### config.mk
export PLATFORM = sky130hd
export DESIGN_NAME = multicycle_controller_flat
export DESIGN_NICKNAME = d
export VERILOG_FILES = /design/src/rtl/riscv_ctrl_pkg.sv /design/src/rtl/multicycle_controller_if.sv /design/src/rtl/opcode_decode.sv /design/src/rtl/multicycle_controller.sv /design/src/flat_wrapper.sv
export SDC_FILE = /design/constraint.sdc
export NUM_CORES = 1
export LEC_CHECK = 0
export BUFFER_PORTS_ARGS = -buffer_cell sky130_fd_sc_hd__clkbuf_2
export CORE_ASPECT_RATIO = 1.25
export CORE_UTILIZATION = 53
export DETAILED_ROUTE_END_ITERATION = 7
export PLACE_DENSITY = 0.79
export SETUP_SLACK_MARGIN = 0.2
export SLEW_MARGIN = 20
export SYNTH_ARGS = -nofsm -noshare
export SYNTH_HDL_FRONTEND = slang
export SYNTH_SLANG_ARGS = --single-unit
### constraint.sdc
create_clock -name clk -period 2.3 [get_ports clk]
set_clock_uncertainty 0.1 [all_clocks]
set_input_delay 0 -clock clk [delete_from_list [all_inputs] [get_ports clk]]
set_output_delay 0 -clock clk [all_outputs]
set_load 0.05 [all_outputs]
### src/rtl/riscv_ctrl_pkg.sv
// riscv_ctrl_pkg
//   Shared definitions for the multi-cycle RISC-V main control unit:
//   opcode constants, FSM state encoding, datapath select codes,
//   the one-hot instruction class carried in opReg and the strobe bundle.
package riscv_ctrl_pkg;

   // Opcodes recognised by the controller
   localparam logic [6:0] OPC_R   = 7'b0110011;
   localparam logic [6:0] OPC_LD  = 7'b0000011;
   localparam logic [6:0] OPC_SD  = 7'b0100011;
   localparam logic [6:0] OPC_BEQ = 7'b1100011;
   localparam logic [6:0] OPC_IMM = 7'b0010011;
   localparam logic [6:0] OPC_JAL = 7'b1101111;

   // Debug-visible state encoding (5 and 6 unused)
   typedef enum logic [2:0] {
      ST_FETCH  = 3'd0,
      ST_DECODE = 3'd1,
      ST_EXEC   = 3'd2,
      ST_MEM    = 3'd3,
      ST_WB     = 3'd4,
      ST_FAULT  = 3'd7
   } state_t;

   // aluOp codes
   localparam logic [1:0] ALUOP_ADD = 2'b00;
   localparam logic [1:0] ALUOP_SUB = 2'b01;
   localparam logic [1:0] ALUOP_RFN = 2'b10;
   localparam logic [1:0] ALUOP_IFN = 2'b11;

   // aluSrcB codes
   localparam logic [1:0] SRCB_RS2  = 2'b00;
   localparam logic [1:0] SRCB_FOUR = 2'b01;
   localparam logic [1:0] SRCB_IMM  = 2'b10;

   // memToReg codes
   localparam logic [1:0] WB_ALUOUT = 2'b00;
   localparam logic [1:0] WB_MDR    = 2'b01;
   localparam logic [1:0] WB_PC     = 2'b10;

   // One-hot instruction class latched in DECODE
   typedef struct packed {
      logic r;
      logic imm;
      logic ld;
      logic sd;
      logic beq;
      logic jal;
   } instr_class_t;

   // Datapath strobes and selects produced each cycle
   typedef struct packed {
      logic       pcWrite;
      logic       pcWriteCond;
      logic       pcSource;
      logic       irWrite;
      logic       iOrD;
      logic       memRead;
      logic       memWrite;
      logic [1:0] memToReg;
      logic       aluSrcA;
      logic [1:0] aluSrcB;
      logic [1:0] aluOp;
      logic       regWrite;
      logic       instrDone;
   } ctrl_t;

   // States in which the controller waits on memReady
   function automatic logic is_mem_state(input state_t s);
      return (s == ST_FETCH) || (s == ST_MEM);
   endfunction

endpackage

### src/rtl/multicycle_controller_if.sv
// multicycle_controller_if
//   Bundle between the main control unit and the datapath/memory side.
//   slave  : controller view (opcode, memReady in; strobes, status out)
//   master : datapath view (opcode, memReady out; strobes, status in)
interface multicycle_controller_if;

   logic [6:0] opcode;
   logic       memReady;

   logic       pcWrite;
   logic       pcWriteCond;
   logic       pcSource;
   logic       irWrite;
   logic       iOrD;
   logic       memRead;
   logic       memWrite;
   logic [1:0] memToReg;
   logic       aluSrcA;
   logic [1:0] aluSrcB;
   logic [1:0] aluOp;
   logic       regWrite;
   logic       instrDone;
   logic       fault;
   logic       illegal;
   logic [2:0] state;

   modport slave (
      input  opcode, memReady,
      output pcWrite, pcWriteCond, pcSource, irWrite, iOrD, memRead, memWrite,
             memToReg, aluSrcA, aluSrcB, aluOp, regWrite, instrDone,
             fault, illegal, state
   );

   modport master (
      output opcode, memReady,
      input  pcWrite, pcWriteCond, pcSource, irWrite, iOrD, memRead, memWrite,
             memToReg, aluSrcA, aluSrcB, aluOp, regWrite, instrDone,
             fault, illegal, state
   );

endinterface

### src/rtl/opcode_decode.sv
// opcode_decode
//   Combinational opcode classifier.
//   i_opcode : 7-bit opcode from IR
//   o_class  : one-hot instruction class (all zero when illegal)
//   o_legal  : opcode is supported in this configuration
//   EN_IMM_OPS = 0 makes OP-IMM and JAL illegal.
module opcode_decode
   import riscv_ctrl_pkg::*;
#(
   parameter bit EN_IMM_OPS = 1'b1
) (
   input  logic [6:0]   i_opcode,
   output instr_class_t o_class,
   output logic         o_legal
);

   always_comb begin
      o_class = '0;
      case (i_opcode)
         OPC_R:   o_class.r   = 1'b1;
         OPC_LD:  o_class.ld  = 1'b1;
         OPC_SD:  o_class.sd  = 1'b1;
         OPC_BEQ: o_class.beq = 1'b1;
         OPC_IMM: o_class.imm = EN_IMM_OPS;
         OPC_JAL: o_class.jal = EN_IMM_OPS;
         default: o_class     = '0;
      endcase
      o_legal = |o_class;
   end

endmodule

### src/rtl/multicycle_controller.sv
// multicycle_controller
//   Multi-cycle main control unit: FETCH -> DECODE -> EXEC -> [MEM] -> [WB].
//   clk   : rising-edge clock
//   reset : synchronous, active-high; forces every output to 0 while high
//   bus   : multicycle_controller_if.slave (opcode/memReady in, strobes,
//           instrDone, fault, illegal, state out)
//   MEM_TIMEOUT : cycles memReady may stay low in FETCH/MEM (0 = no limit)
//   EN_IMM_OPS  : enables OP-IMM and JAL
//   CNT_W       : timeout counter width (2^CNT_W > MEM_TIMEOUT)
module multicycle_controller
   import riscv_ctrl_pkg::*;
#(
   parameter int unsigned MEM_TIMEOUT = 16,
   parameter bit          EN_IMM_OPS  = 1'b1,
   parameter int unsigned CNT_W       = 8
) (
   input logic                     clk,
   input logic                     reset,
   multicycle_controller_if.slave  bus
);

   localparam bit               TO_EN = (MEM_TIMEOUT != 0);
   localparam logic [CNT_W-1:0] LIMIT = CNT_W'(MEM_TIMEOUT - 1);

   state_t           r_state;
   state_t           w_next;
   instr_class_t     r_opReg;
   logic [CNT_W-1:0] r_cnt;
   logic             r_fault;
   logic             r_illegal;

   instr_class_t     w_dec_class;
   logic             w_dec_legal;
   logic             w_waiting;
   logic             w_timeout;
   ctrl_t            w_ctrl;
   ctrl_t            w_out;
   logic [2:0]       w_state_out;

   opcode_decode #(
      .EN_IMM_OPS(EN_IMM_OPS)
   ) u_opcode_decode (
      .i_opcode(bus.opcode),
      .o_class (w_dec_class),
      .o_legal (w_dec_legal)
   );

   // A ready in the limit cycle is not a wait, so it never times out.
   assign w_waiting = is_mem_state(r_state) && !bus.memReady;
   assign w_timeout = TO_EN && w_waiting && (r_cnt == LIMIT);

   always_ff @(posedge clk) begin
      if (reset) begin
         r_state   <= ST_FETCH;
         r_opReg   <= '0;
         r_cnt     <= '0;
         r_fault   <= 1'b0;
         r_illegal <= 1'b0;
      end else begin
         r_state <= w_next;
         if (r_state == ST_DECODE)
            r_opReg <= w_dec_class;
         if (w_next != r_state)
            r_cnt <= '0;
         else if (w_waiting)
            r_cnt <= r_cnt + CNT_W'(1);
         if (w_next == ST_FAULT)
            r_fault <= 1'b1;
         if ((r_state == ST_DECODE) && !w_dec_legal)
            r_illegal <= 1'b1;
      end
   end

   always_comb begin
      w_next = r_state;
      w_ctrl = '0;
      case (r_state)
         ST_FETCH: begin
            w_ctrl.memRead = 1'b1;
            if (bus.memReady) begin
               w_ctrl.irWrite = 1'b1;
               w_ctrl.pcWrite = 1'b1;
               w_ctrl.aluSrcB = SRCB_FOUR;
               w_ctrl.aluOp   = ALUOP_ADD;
               w_next         = ST_DECODE;
            end else if (w_timeout) begin
               w_next = ST_FAULT;
            end
         end
         ST_DECODE: begin
            w_ctrl.aluSrcB = SRCB_IMM;
            w_ctrl.aluOp   = ALUOP_ADD;
            w_next         = w_dec_legal ? ST_EXEC : ST_FAULT;
         end
         ST_EXEC: begin
            if (r_opReg.r) begin
               w_ctrl.aluSrcA = 1'b1;
               w_ctrl.aluSrcB = SRCB_RS2;
               w_ctrl.aluOp   = ALUOP_RFN;
               w_next         = ST_WB;
            end else if (r_opReg.imm) begin
               w_ctrl.aluSrcA = 1'b1;
               w_ctrl.aluSrcB = SRCB_IMM;
               w_ctrl.aluOp   = ALUOP_IFN;
               w_next         = ST_WB;
            end else if (r_opReg.ld || r_opReg.sd) begin
               w_ctrl.aluSrcA = 1'b1;
               w_ctrl.aluSrcB = SRCB_IMM;
               w_ctrl.aluOp   = ALUOP_ADD;
               w_next         = ST_MEM;
            end else if (r_opReg.beq) begin
               w_ctrl.aluSrcA     = 1'b1;
               w_ctrl.aluSrcB     = SRCB_RS2;
               w_ctrl.aluOp       = ALUOP_SUB;
               w_ctrl.pcWriteCond = 1'b1;
               w_ctrl.pcSource    = 1'b1;
               w_ctrl.instrDone   = 1'b1;
               w_next             = ST_FETCH;
            end else if (r_opReg.jal) begin
               // PC already holds PC+4 from FETCH; ALUOut holds the target.
               w_ctrl.regWrite  = 1'b1;
               w_ctrl.memToReg  = WB_PC;
               w_ctrl.pcWrite   = 1'b1;
               w_ctrl.pcSource  = 1'b1;
               w_ctrl.instrDone = 1'b1;
               w_next           = ST_FETCH;
            end else begin
               w_next = ST_FAULT;
            end
         end
         ST_MEM: begin
            w_ctrl.iOrD     = 1'b1;
            w_ctrl.memRead  = r_opReg.ld;
            w_ctrl.memWrite = r_opReg.sd;
            if (bus.memReady) begin
               if (r_opReg.ld) begin
                  w_next = ST_WB;
               end else begin
                  w_ctrl.instrDone = 1'b1;
                  w_next           = ST_FETCH;
               end
            end else if (w_timeout) begin
               w_next = ST_FAULT;
            end
         end
         ST_WB: begin
            w_ctrl.regWrite  = 1'b1;
            w_ctrl.memToReg  = r_opReg.ld ? WB_MDR : WB_ALUOUT;
            w_ctrl.instrDone = 1'b1;
            w_next           = ST_FETCH;
         end
         ST_FAULT: begin
            w_next = ST_FAULT;
         end
         default: begin
            w_next = ST_FAULT;
         end
      endcase
   end

   // Outputs are forced low during reset so an interrupted instruction
   // never shows a completing strobe or instrDone.
   always_comb begin
      w_out       = w_ctrl;
      w_state_out = r_state;
      if (reset) begin
         w_out       = '0;
         w_state_out = '0;
      end
   end

   assign bus.pcWrite     = w_out.pcWrite;
   assign bus.pcWriteCond = w_out.pcWriteCond;
   assign bus.pcSource    = w_out.pcSource;
   assign bus.irWrite     = w_out.irWrite;
   assign bus.iOrD        = w_out.iOrD;
   assign bus.memRead     = w_out.memRead;
   assign bus.memWrite    = w_out.memWrite;
   assign bus.memToReg    = w_out.memToReg;
   assign bus.aluSrcA     = w_out.aluSrcA;
   assign bus.aluSrcB     = w_out.aluSrcB;
   assign bus.aluOp       = w_out.aluOp;
   assign bus.regWrite    = w_out.regWrite;
   assign bus.instrDone   = w_out.instrDone;
   assign bus.fault       = r_fault   && !reset;
   assign bus.illegal     = r_illegal && !reset;
   assign bus.state       = w_state_out;

endmodule
### src/flat_wrapper.sv
// flat-port wrapper written by rule: the top's interface ports become plain ports
module multicycle_controller_flat import riscv_ctrl_pkg::*;
#(
   parameter int unsigned MEM_TIMEOUT = 16,
   parameter bit          EN_IMM_OPS  = 1'b1,
   parameter int unsigned CNT_W       = 8
)
  (clk, reset, bus_opcode, bus_memReady, bus_pcWrite, bus_pcWriteCond, bus_pcSource, bus_irWrite, bus_iOrD, bus_memRead, bus_memWrite, bus_memToReg, bus_aluSrcA, bus_aluSrcB, bus_aluOp, bus_regWrite, bus_instrDone, bus_fault, bus_illegal, bus_state);
  multicycle_controller_if bus_i ();
  input logic clk;
  input logic reset;
  input wire logic [$bits(bus_i.opcode)-1:0] bus_opcode;
  input wire logic [$bits(bus_i.memReady)-1:0] bus_memReady;
  output wire logic [$bits(bus_i.pcWrite)-1:0] bus_pcWrite;
  output wire logic [$bits(bus_i.pcWriteCond)-1:0] bus_pcWriteCond;
  output wire logic [$bits(bus_i.pcSource)-1:0] bus_pcSource;
  output wire logic [$bits(bus_i.irWrite)-1:0] bus_irWrite;
  output wire logic [$bits(bus_i.iOrD)-1:0] bus_iOrD;
  output wire logic [$bits(bus_i.memRead)-1:0] bus_memRead;
  output wire logic [$bits(bus_i.memWrite)-1:0] bus_memWrite;
  output wire logic [$bits(bus_i.memToReg)-1:0] bus_memToReg;
  output wire logic [$bits(bus_i.aluSrcA)-1:0] bus_aluSrcA;
  output wire logic [$bits(bus_i.aluSrcB)-1:0] bus_aluSrcB;
  output wire logic [$bits(bus_i.aluOp)-1:0] bus_aluOp;
  output wire logic [$bits(bus_i.regWrite)-1:0] bus_regWrite;
  output wire logic [$bits(bus_i.instrDone)-1:0] bus_instrDone;
  output wire logic [$bits(bus_i.fault)-1:0] bus_fault;
  output wire logic [$bits(bus_i.illegal)-1:0] bus_illegal;
  output wire logic [$bits(bus_i.state)-1:0] bus_state;
  assign bus_i.opcode = bus_opcode;
  assign bus_i.memReady = bus_memReady;
  assign bus_pcWrite = bus_i.pcWrite;
  assign bus_pcWriteCond = bus_i.pcWriteCond;
  assign bus_pcSource = bus_i.pcSource;
  assign bus_irWrite = bus_i.irWrite;
  assign bus_iOrD = bus_i.iOrD;
  assign bus_memRead = bus_i.memRead;
  assign bus_memWrite = bus_i.memWrite;
  assign bus_memToReg = bus_i.memToReg;
  assign bus_aluSrcA = bus_i.aluSrcA;
  assign bus_aluSrcB = bus_i.aluSrcB;
  assign bus_aluOp = bus_i.aluOp;
  assign bus_regWrite = bus_i.regWrite;
  assign bus_instrDone = bus_i.instrDone;
  assign bus_fault = bus_i.fault;
  assign bus_illegal = bus_i.illegal;
  assign bus_state = bus_i.state;
  multicycle_controller #(.MEM_TIMEOUT(MEM_TIMEOUT), .EN_IMM_OPS(EN_IMM_OPS), .CNT_W(CNT_W)) u_core (.clk(clk), .reset(reset), .bus(bus_i));
endmodule
* After elaboration in Yosys (flattened, before gate mapping)
Cells that the tools add are included.
** Storage, ports and cells
- Output and inout bits :: 21
- ROM bits :: 0
- Memories :: 0
- Bits of input ports :: 10
- RAM bits :: 0
- Word-level logic and storage cells :: 94
- Bits in registers :: 19
- Bits in latches :: 0
** Operators by class
- Reductions and logical operators :: 13
- $lt $le $gt $ge :: 0
- Bitwise operators :: 0
- Multiply operators :: 0
- Equality and inequality tests :: 13
- Add/subtract/negate cells :: 1
- Shift operators :: 0
- Muxes and demuxes :: 57
- Divide/modulo/power cells :: 0
** Operators by type and width (count)
- 2-to-1 mux 3 bit :: 15
- 2-to-1 mux 1 bit :: 20
- 2-to-1 mux 2 bit :: 10
- 2-to-1 mux 5 bit :: 4
- 2-to-1 mux 16 bit :: 1
- case mux 3 bit (5 select lines) :: 1
- == test 7 x 6 -> 1 bit, second input constant :: 2
- == test 7 bit, second input constant :: 2
- case mux 4 bit (3 select lines) :: 1
- adder 8 x 1 -> 8 bit, second input constant :: 1
- == test 8 x 4 -> 1 bit, second input constant :: 1
- == test 7 x 2 -> 1 bit, second input constant :: 1
- == test 7 x 5 -> 1 bit, second input constant :: 1
- == test 3 x 2 -> 1 bit, second input constant :: 2
- == test 3 bit, second input constant :: 2
- case mux 1 bit (2 select lines) :: 3
- OR reduction 6 bit :: 1
- logical AND 1 bit :: 5
- case mux 2 bit (2 select lines) :: 1
- == test 3 x 1 -> 1 bit, second input constant :: 1
- zero test 1 bit :: 3
- zero test 3 bit :: 1
- != test 3 bit :: 1
- case mux 1 bit (3 select lines) :: 1
- other kinds (2) :: 3

* Longest topological paths before layout
Gate-level depths: netlist of run 1.
- Depth after elaboration :: 9
- Depth in mapped cells :: 7
- Mapped depth without buffers :: 5

* Hierarchy
From an unflattened synthesis of run 1, not the netlist that was laid out.
** Second synthesis, totals
- Cells, all modules :: 165
- Area, all modules :: 1320.0 um2
** By module, submodules not included
- multicycle_controller :: cells an instance 151, area each 1227.4 um2, instances 1, sequential area each 380.4 um2
- opcode_decode :: cells an instance 14, area each 92.6 um2, instances 1, sequential area each 0.0 um2

* Worst setup path before layout of run 1
No wires, ideal clock.
- Path kind :: flip-flop to output port
- Start point :: register u_core.r_state[1]
- End point :: output bus_instrDone
- Stages on the path, launching flop included :: 6
- Data arrival time :: 2432 ps
- Slack :: -232 ps
- Cells stage by stage :: dfxtp_1 > buf_2 > nand2_1 > nor3_1 > nand3b_1 > o211ai_1
** On the way
- Word-level cells in the longest chain between the ends :: 3
- Elaborated cells on any way between the ends :: 5
- Classes of those cells :: 3 x eq/ne; 2 x mux
** Ends and longest elaborated chain
- start: declaration :: line multicycle_controller.sv:25 : state_t r_state;
- start signal: assignment :: line multicycle_controller.sv:60 : r_state <= w_next;
- == test 3 bit / == test 3 x 2 -> 1 bit (equally long branches) :: line multicycle_controller.sv:77 : case (r_state)
- case mux 1 bit (3 select lines) * :: line multicycle_controller.sv:77
- 2-to-1 mux 16 bit * :: line multicycle_controller.sv:166 : if (reset) begin
- end: declaration :: line flat_wrapper.sv:26 : output wire logic [$bits(bus_i.instrDone)-1:0] bus_instrDone;
Every way passes the cells marked *; elsewhere a longest branch is shown, timed or not.

* Worst setup path after layout of run 1
- Start point :: register u_core.r_state[0]
- End point :: output bus_instrDone
The elaborated chain is that of the path after synthesis.

==> results.json, run 1 <==
{
  "run_status": "finished, final reports clean",
  "yosysUniqueCellTypes": 42,
  "startpoint": "u_core.r_state[0]",
  "clock_tree.buffer_depth": 2,
  "max_clock_freq_ghz": 0.500,
  "synth-compound-area-share_pct": 15.1,
  "grt_pass1_wl_um": 4800,
  "core_um2": 2260,
  "grt_max_degree": 23,
  "first_global_vias": 1155,
  "hpwl_um": 2350,
  "io_pins": 31,
  "avgSynthCellArea_um2": 7.77,
  "maxSlewHeadroom_pct": 57.4,
  "hold_depth": 5,
  "drt_iter0_drc": 26,
  "final_net_count": 210,
  "synthesis.nets": 177,
  "yosysSeqAreaShare_pct": 29.5,
  "dieArea_um2": 2640,
  "diodes": 0,
  "cts_tree": "done",
  "die_h_um": 57.2,
  "ys.flop_type": "dfxtp_1",
  "peakVddDrop_v": 0.000693,
  "setup_viol": 0,
  "die_x_um": 46.1,
  "yosys_warnings": 0,
  "crit_buf_inv": 1,
  "cts_sinks": 19,
  "yosys.area_share.adder_pct": 0.970,
  "clkLatencyLatePin_ns": 0.30,
  "slowest_delay_ns": 0.41,
  "antenna_found_initial": 0,
  "maxCapViolCount": 0,
  "overflow": 0,
  "setup-tns-final_ns": 0,
  "numCtsBuffers": 3,
  "reg2reg_depth": 5,
  "design_area_um2": 1560,
  "power.density_cell_area_nw_per_um2": 1050,
  "cts.clk_slew.worst_paths_ns": 0.11,
  "async_flop_share_pct": 0,
  "drc_errors": 0,
  "worstPathArrival_ns": 1.90,
  "wl_per_cell_um": 13.2,
  "yosys.area_share.xor_xnor_pct": 6.11,
  "hp-start": "bus_opcode[1]",
  "cp.required_ns": 2.20,
  "first_pass_iters": 4,
  "wirelength_um": 3020,
  "cp_cell_sequence": "nand2b_1 > or3_4 > nor2_2 > nand2_1 > o211ai_1 > buf_4",
  "dp.cells": 222,
  "grt_util_all_layers_pct": 24.5,
  "synth_edf_count": 0,
  "io_buffers": 30,
  "cp.depth": 6,
  "yosys.area_share.simple_pct": 40.7,
  "endpoint_kind": "output port",
  "start_kind": "flop",
  "timing.rr.start": "u_core.r_opReg[5]",
  "gp_congestion": 0.883,
  "crit_family": "simple AND/OR/NAND/NOR gates",
  "crit_type": "flop to output port",
  "h-tree-depth": 1,
  "period_minus_slack_ns": 2.00,
  "rsz0062_at_grt": "no",
  "reg2reg_to": "u_core.r_fault",
  "slew_violations": 0,
  "r2r_slack_ns": 0.42,
  "fillers": 190,
  "synthMuxAreaShare_pct": 1.55,
  "num_vias": 1296,
  "synth_cells": 166,
  "p_leak_nw": 0.625,
  "hold_path_class": "primary input to flop",
  "cp_max_fo": 13,
  "via_per_inst": 5.66,
  "syn-cell-area_um2": 1290,
  "holdPathEnd": "u_core.r_opReg[3]",
  "syn_to_final_growth_pct": 20.7,
  "drive_gt1_share_pct": 31.8,
  "slowest_stage": "dfxtp_4",
  "tightest_slew_ns": 0.637,
  "placementRows": 19,
  "ys_ff_latch": 19,
  "placed_area_um2": 1470,
  "final_cells": 229,
  "synth_top_family_by_area": "simple AND/OR/NAND/NOR gates",
  "fin_crit_sh_pct": 87.0,
  "utilization_pct": 68.9,
  "ant_nets": 0,
  "finalHoldViolCount": 0,
  "initial_utilization_pct": 57.1,
  "cts-root-buf": "clkbuf_4"
}
[registers in the layout, summed over array words and instances (netlist names)]
name              cells
u_core.r_opReg        6
u_core.r_fault        1
u_core.r_state        3
u_core.r_cnt          8
u_core.r_illegal      1
[cell usage after synthesis (all sizes together) (3+ instances only)]
| library cell | instances | area share [%] |
|---|---|---|
| xnor2 | 3 | 2.0 |
| a21oi | 11 | 4.3 |
| and3 | 3 | 1.5 |
| inv | 6 | 1.7 |
| nand4 | 6 | 3.4 |
| xor2 | 6 | 4.1 |
| buf | 9 | 4.0 |
| nand2 | 13 | 3.8 |
| nor2b | 4 | 1.9 |
| o21ai | 5 | 1.9 |
| or3 | 4 | 1.9 |
| nor2 | 25 | 7.3 |
| nor3 | 23 | 12 |
| dfxtp | 19 | 29 |
[metrics by stage]
step / hold slack [ns] / power (mW) / setup WS [ns]
2_1_floorplan: 0.00120 / 1.26 / 0.153
3_3_place_gp: 0.194 / 1.41 / 0.334
3_5_place_dp: 0.219 / 1.42 / 0.289
4_1_cts: 0.0191 / 1.61 / 0.201
5_1_grt: 0.0339 / 1.75 / 0.171
6_report: 0.0248 / 1.64 / 0.298
[how the worst max path moves through the flow]
stage | end | slack [ns]
after global placement | u_core.r_cnt[7] | 0.33
after detailed placement | u_core.r_cnt[4] | 0.29
final | bus_instrDone | 0.30
after CTS | bus_instrDone | 0.20
after global routing | u_core.r_fault | 0.17
after floorplan | bus_instrDone | 0.15
[layout by cell type, fill, tap and decap left out, drive strengths merged, types with 3 or more instances in the layout]
| master | count |
|---|---|
| dfxtp | 19 |
| nand4 | 6 |
| a21oi | 11 |
| inv | 6 |
| o21ai | 5 |
| and3 | 3 |
| clkbuf | 30 |
| nand2 | 13 |
| dlygate4sd3 | 3 |
| nor2 | 25 |
| xor2 | 6 |
| xnor2 | 3 |
| nor3 | 23 |
| or3 | 4 |
| nor2b | 4 |
| buf | 8 |
[worst reg2reg max path, cell delays in order, from the launching register on]
cell       delay, ns
dfxtp_1         0.39
nor2_1          0.23
o31ai_1         0.12
a2111oi_1       0.65
nor4_1          0.12
nor3_1          0.19
[layout make-up]
cell class | count | area (um^2) | area share, %
Tap cell | 31 | 38.8 | 2.49
Clock inverter | 1 | 5.00 | 0.322
Inverter | 6 | 22.5 | 1.45
Clock buffer | 3 | 22.5 | 1.45
Timing Repair Buffer | 38 | 225 | 14.5
Multi-Input combinational cell | 131 | 857 | 55.1
Sequential cell | 19 | 385 | 24.8
[logic make-up after synthesis]
logic type | Yosys count
simple gates | 89
compound gates | 30
flops | 19
buf+inv | 16
xor+xnor | 9
mux | 2
fa+ha+maj | 1
[routing by layer]
metal | track usage [%] | wire length (um) | vias to the layer above | share of wire (%)
met5 | 0 | 0 | - | 0
met4 | 6.72 | 31 | 0 | 1.0
met3 | 4.43 | 131 | 6 | 4.3
met2 | 46.7 | 1670 | 36 | 55
met1 | 25.7 | 1180 | 596 | 39
li1 | - | - | 658 | -
[where the power goes]
part           internal (mW)  switching (mW)  leakage [nW]
Clock                 0.0648           0.109        0.0177
Sequential             0.384          0.0931         0.155
Combinational          0.332           0.652         0.453
Total                  0.781           0.854         0.625
[timing repair]
action | 4_1_cts | 5_1_grt
cloned | 0 | 0
setup endpoints to repair | 6 | 9
buffers inserted | 0 | 0
hold buffers | 3 | 0
endpoints found under the hold margin | 4 | 0
resized for setup | 4 | 9
Note: power is estimated with default switching activity, not from simulation.
==> run 2: changes to the inputs <==
--- a/config.mk
+++ b/config.mk
@@ -5,10 +5,12 @@
 export SDC_FILE = /design/constraint.sdc
 export NUM_CORES = 1
 export LEC_CHECK = 0
+export ABC_AREA = 1
 export BUFFER_PORTS_ARGS = -buffer_cell sky130_fd_sc_hd__clkbuf_2
 export CORE_ASPECT_RATIO = 1.25
-export CORE_UTILIZATION = 53
+export CORE_UTILIZATION = 52
 export DETAILED_ROUTE_END_ITERATION = 7
+export MAX_ROUTING_LAYER = met4
 export PLACE_DENSITY = 0.79
 export SETUP_SLACK_MARGIN = 0.2
 export SLEW_MARGIN = 20
==> run 2 against run 1 <==
Net effect:
- non-clock buffer count is 4 higher
- sequential share of layout area is 0.72 points lower
- routed wire length is 9.6% higher
- combinational power hardly changed
- synthesized area is 6.1% lower
- sequential power hardly changed
- via count is 8.0% higher
- hold slack better by 0.042 ns
- register-to-register slack hardly changed
- critical path depth is 1 higher
- first-iteration DRC count is 15% higher
- largest cell class unchanged
- flip-flop and latch count stayed put
- critical path type is now primary input to flop
==> results.json, run 2 <==
{
  "p_leak_nw": 0.727,
  "cp.required_ns": 2.45,
  "r2r_slack_ns": 0.42,
  "combPwrFrac_pct": 60.8,
  "final_cells": 274,
  "initial_utilization_pct": 54.8,
  "drc_errors": 0,
  "dp.cells": 258,
  "cts-root-buf": "clkbuf_4",
  "maxCapViolCount": 0,
  "power.density_cell_area_nw_per_um2": 1050,
  "ys_ff_latch": 19,
  "preCtsSetupSlack_ns": 0.455,
  "run_status": "finished, final reports clean",
  "first_global_vias": 1302,
  "reg.largest.list": "u_core.r_cnt x8, u_core.r_opReg x6, u_core.r_state x3",
  "grt_pass1_wl_um": 4930,
  "grt_max_degree": 24,
  "yosys.area_share.simple_pct": 40.2,
  "wirelength_um": 3310,
  "fin_crit_sh_pct": 88.8,
  "syn_to_final_growth_pct": 31.1,
  "synth_area_leaders": "dfxtp_1 31%, nor2_1 13%, nand2_1 11%, inv_1 9.3%, a21oi_1 7.4%",
  "pwr-share-clk_pct": 10.5,
  "synthMuxAreaShare_pct": 0,
  "wl_met3_um": 80,
  "cts.clk_slew.worst_paths_ns": 0.11,
  "finalHoldViolCount": 0,
  "met2WireLength_um": 1900,
  "core_um2": 2210,
  "cp_max_fo": 5,
  "rsz0062_at_grt": "no",
  "antenna_found_initial": 0,
  "drt_iter0_drc": 30,
  "async_flop_share_pct": 0,
  "numCtsBuffers": 3,
  "num_vias": 1400,
  "yosysSeqAreaShare_pct": 31.4,
  "hold_path_class": "primary input to flop",
  "p_sw_share_pct": 55.4,
  "overflow": 0,
  "clkLatencyLatePin_ns": 0.30,
  "synth_most_common_cell": "nor2_1",
  "m1WireLength_um": 1250,
  "pwr-share-seq_pct": 28.7,
  "setup_viol": 0,
  "cts_tree": "done",
  "synth_cells": 200,
  "utilization_pct": 71.8,
  "yosysTopAreaCell": "dfxtp_1",
  "gp_congestion": 0.886,
  "synth.top_cell.area_share_pct": 31.4,
  "netlist_top_cells_count": "42 x nor2_1, 35 x nand2_1, 30 x inv_1",
  "ant_nets": 0,
  "h-tree-depth": 1,
  "cts_sinks": 19,
  "syn-cell-area_um2": 1210,
  "die_x_um": 45.2,
  "via_per_inst": 5.11,
  "wl_per_cell_um": 12.1,
  "diodes": 0,
  "multi_input_area_um2": 751,
  "slew_violations": 0,
  "final_net_count": 255,
  "largest_reg_flops": 8,
  "most-common-layout-cells": "39 x nor2_1, 35 x nand2_1, 30 x inv_1",
  "finalPower_mw": 1.67,
  "yosysUniqueCellTypes": 22,
  "clock_tree.buffer_depth": 2,
  "synth_top_family_by_area": "simple AND/OR/NAND/NOR gates",
  "p_switching_mw": 0.925,
  "worstPathArrival_ns": 2.19,
  "hpwl_um": 2200,
  "drive_gt1_share_pct": 21.8,
  "crit_type": "primary input to flop",
  "tightest_slew_ns": 0.445,
  "internal_power_mw": 0.745,
  "synthesis.nets": 211,
  "largest_register": "u_core.r_cnt",
  "placementRows": 19,
  "start_kind": "primary input",
  "peakVddDrop_v": 0.000693,
  "yosys.area_share.adder_pct": 1.03,
  "top_layer": "met4",
  "placed_area_um2": 1400,
  "synth_edf_count": 0,
  "die_h_um": 56.0,
  "avgSynthCellArea_um2": 6.06,
  "yosys_warnings": 0,
  "grt_util_all_layers_pct": 26.8,
  "endpoint_kind": "flop",
  "first_pass_iters": 4,
  "io_pins": 31,
  "maxSlewHeadroom_pct": 70.4,
  "ys.flop_type": "dfxtp_1",
  "max_clock_freq_ghz": 0.490,
  "synth-compound-area-share_pct": 11.2,
  "regArea_um2": 382,
  "setup_ws_ns": 0.258,
  "period_minus_slack_ns": 2.04,
  "setup-tns-final_ns": 0,
  "fillers": 218,
  "final_common_cell": "nor2_1",
  "whs_ns": 0.0664,
  "design_area_um2": 1590,
  "dieArea_um2": 2530,
  "io_buffers": 30,
  "yosys.area_share.xor_xnor_pct": 5.06
}
## run 2: cell types whose count changed in the layout (fill, tap and decap cells not counted), moves of 3 or more
cell	change
dlygate4sd3_1	+9
a21oi_1	+7
nor2_2	+3
and3_1	-3
nor2_1	+15
nor3_2	-7
nor2b_1	-3
nand4_1	-4
nand2_1	+22
nand2_2	+3
buf_4	-7
nand3_1	+16
inv_1	+25
nor3_1	-8
## run 2: area by class of cell
type	instances	share of cell area, %
clock buffer	4	1.65
inverter	32	7.57
multi-input combinational	146	47.3
sequential	19	24.0
tap	31	2.44
timing repair buffer	42	17.0
## run 2: timing repair
item | CTS | global route
endpoints found under the setup margin | 3 | 7
hold buffers | 14 | 0
buffers inserted | 0 | 0
gates resized for setup | 1 | 10
endpoints found under the hold margin | 6 | 0
## run 2: kinds of logic after synthesis
group                    Yosys count
adder cells (fa/ha/maj)            1
flip-flops                        19
AND/OR/NAND/NOR                  112
buffers and inverters             35
XOR/XNOR                           7
AO/OA/AOI/OAI                     26
## run 2: final timing paths
path | start | end | cells after the start
worst max-delay path | bus_opcode[6] | u_core.r_opReg[3] | 7
worst min-delay path | reset | u_core.r_opReg[4] | 2
worst max register to register | u_core.r_state[0] | u_core.r_cnt[1] | 9
worst min register to register | u_core.r_illegal | u_core.r_illegal | 2
## run 2: routing by layer
layer | track usage, % | up-vias
met3 | 2.27 | 9
met2 | 51.6 | 28
met4 | 9.52 | 0
met5 | - | -
met1 | 25.8 | 646
li1 | - | 717
## run 2: critical path, cell delays in order
cell and delay (ns):
dlygate4sd3_1 0.54, buf_2 0.18, nor2_4 0.14, dlygate4sd3_1 0.55
nand4_1 0.08, dlygate4sd3_1 0.58, a21oi_1 0.11
## run 2: power groups by stage
stage | sequential (mW) | clock, mW | combinational, mW
CTS | 0.465 | 0.173 | 0.991
detailed placement | 0.471 | 0 | 0.971
global route | 0.485 | 0.186 | 1.11
finish | 0.480 | 0.175 | 1.01
floorplan | 0.451 | 0 | 0.800
global placement | 0.471 | 0 | 0.971
==> run 3: changes to the inputs <==
--- a/config.mk
+++ b/config.mk
@@ -6,9 +6,11 @@
 export NUM_CORES = 1
 export LEC_CHECK = 0
 export ABC_AREA = 1
+export ABC_CLOCK_PERIOD_IN_PS = 2300
 export BUFFER_PORTS_ARGS = -buffer_cell sky130_fd_sc_hd__clkbuf_2
 export CORE_ASPECT_RATIO = 1.25
 export CORE_UTILIZATION = 52
+export CTS_BUF_LIST = sky130_fd_sc_hd__clkbuf_4 sky130_fd_sc_hd__clkbuf_8 sky130_fd_sc_hd__clkbuf_16
 export DETAILED_ROUTE_END_ITERATION = 7
 export MAX_ROUTING_LAYER = met4
 export PLACE_DENSITY = 0.79
==> run 3 against run 2 <==
Net effect:
- sequential power about the same
- core utilization up 0.17 points
- global-route usage up 0.066 points
- setup slack worse by 0.0098 ns
- combinational power about the same
- via count up 0.21%
- sequential share of layout area down 0.057 points
- die area unchanged
- count of clock-buffer cells in the layout unchanged
- routed wire length up 0.39%
- power up 0.63%
==> results.json, run 3 (synthesis gave the netlist of run 2 again) <==
{
  "diodes": 0,
  "busiest_layer": "met2",
  "final_common_cell": "nor2_1",
  "use_met2_pct": 52.0,
  "drc_errors": 0,
  "die_x_um": 45.2,
  "dp.cells": 258,
  "finalHoldViolCount": 0,
  "antenna_found_initial": 0,
  "num_vias": 1403,
  "grtUsageMet3_pct": 2.27,
  "start_kind": "primary input",
  "timing.rr.start": "u_core.r_state[0]",
  "final_cells": 274,
  "slew_violations": 0,
  "maxSlewHeadroom_pct": 69.7,
  "period_minus_slack_ns": 2.05,
  "maxCapViolCount": 0,
  "numCtsBuffers": 3,
  "crit_type": "primary input to flop",
  "rsz0062_at_grt": "no",
  "cp_max_fo": 5,
  "crit_buf_inv": 4,
  "slowest_delay_ns": 0.58,
  "clock_tree.buffer_depth": 2,
  "tightest_slew_ns": 0.455,
  "grt_pass1_wl_um": 4980,
  "power.density_cell_area_nw_per_um2": 1060,
  "io_pins": 31,
  "ant_nets": 0,
  "final_net_count": 255,
  "first_global_vias": 1305,
  "r2r_slack_ns": 0.39,
  "reg2reg_to": "u_core.r_cnt[1]",
  "core_um2": 2210,
  "setup_viol": 0,
  "wirelength_um": 3320,
  "overflow": 0,
  "drt_iter0_drc": 35,
  "clkLatencyLatePin_ns": 0.29,
  "most-common-layout-cells": "39 x nor2_1, 35 x nand2_1, 30 x inv_1",
  "cts-root-buf": "clkbuf_4",
  "peakVddDrop_v": 0.000690,
  "syn_to_final_growth_pct": 31.4,
  "fin_crit_sh_pct": 89.2,
  "cp.required_ns": 2.43,
  "endpoint_kind": "flop",
  "wl_per_cell_um": 12.1,
  "grt_max_degree": 24,
  "die_h_um": 56.0,
  "grt_use_met1_pct": 26.2,
  "hp-start": "reset",
  "reg.largest.list": "u_core.r_cnt x8, u_core.r_opReg x6, u_core.r_state x3",
  "crit_family": "buffers and inverters",
  "worstPathArrival_ns": 2.19,
  "hold_path_class": "primary input to flop",
  "initial_utilization_pct": 54.8,
  "first_pass_iters": 4,
  "grt_util_all_layers_pct": 26.8,
  "placementRows": 19,
  "path_common_cell": "dlygate4sd3_1",
  "cts_sinks": 19,
  "holdPathEnd": "u_core.r_opReg[4]",
  "cp_cell_sequence": "dlygate4sd3_1 > buf_2 > nor2_4 > dlygate4sd3_1 > nand4_1 > dlygate4sd3_1 > a21oi_1",
  "setup-tns-final_ns": 0,
  "hold_depth": 2,
  "gp_congestion": 0.886,
  "io_buffers": 30,
  "cts_tree": "done",
  "drive_gt1_share_pct": 22.2,
  "largest_reg_flops": 8,
  "max_clock_freq_ghz": 0.487,
  "h-tree-depth": 1,
  "run_status": "finished, final reports clean",
  "via_per_inst": 5.12,
  "dieArea_um2": 2530,
  "p_leak_nw": 0.731,
  "hpwl_um": 2200,
  "cts.clk_slew.worst_paths_ns": 0.11,
  "cts_setup_buffers": 0,
  "slowest_stage": "dlygate4sd3_1",
  "reg2reg_depth": 9,
  "largest_register": "u_core.r_cnt"
}
[run 3: cell count changes in the layout (fill, tap and decap cells not counted)]
cell	change
clkbuf_1	-1
clkbuf_4	+1
[run 3: repair_timing]
action                     4_1_cts  5_1_grt
setup endpoints to repair        3        7
hold buffers                    14        0
hold endpoints to repair         6        0
pin swaps                        0        0
gates resized for setup          1       10
[run 3: area by class of cell]
class,count,area (um^2)
multi-input combinational,146,751
inverter,32,120
tap,31,38.8
sequential,19,382
fill,217,619
clock buffer,4,30.0
timing repair buffer,42,270
[run 3: metal layers]
metal	up-vias	wire (um)
met3	8	77
met2	26	1930
met1	652	1260
li1	717	-
met5	-	0
met4	0	59
[run 3: worst max-delay path by stage]
stage	end	cells past startpoint	startpoint
2_1_floorplan	bus_memRead	6	u_core.r_state[1]
3_5_place_dp	bus_pcWriteCond	7	u_core.r_state[1]
3_3_place_gp	bus_pcWriteCond	7	u_core.r_state[1]
5_1_grt	u_core.r_opReg[3]	7	bus_opcode[6]
4_1_cts	u_core.r_opReg[1]	7	bus_opcode[3]
6_report	u_core.r_opReg[3]	7	bus_opcode[6]
[run 3: where the power goes]
group	switching, mW	internal (mW)	leakage (nW)
clock network	0.101	0.0792	0.0184
registers	0.0866	0.394	0.155
logic	0.736	0.283	0.557
total	0.924	0.756	0.731
[run 3: stage by stage]
| step | power [mW] | hold slack (ns) | area [um^2] | setup WS [ns] | utilization (%) |
|---|---|---|---|---|---|
| floorplan | 1.25 | 0.0827 | 1230 | 0.195 | - |
| global placement | 1.44 | 0.218 | 1400 | 0.493 | 63.5 |
| detailed placement | 1.44 | 0.226 | 1400 | 0.455 | 63.5 |
| CTS | 1.64 | 0.0366 | 1580 | 0.268 | 71.4 |
| global route | 1.80 | 0.127 | 1590 | 0.195 | 72.0 |
| finish | 1.68 | 0.0876 | 1590 | 0.248 | 72.0 |
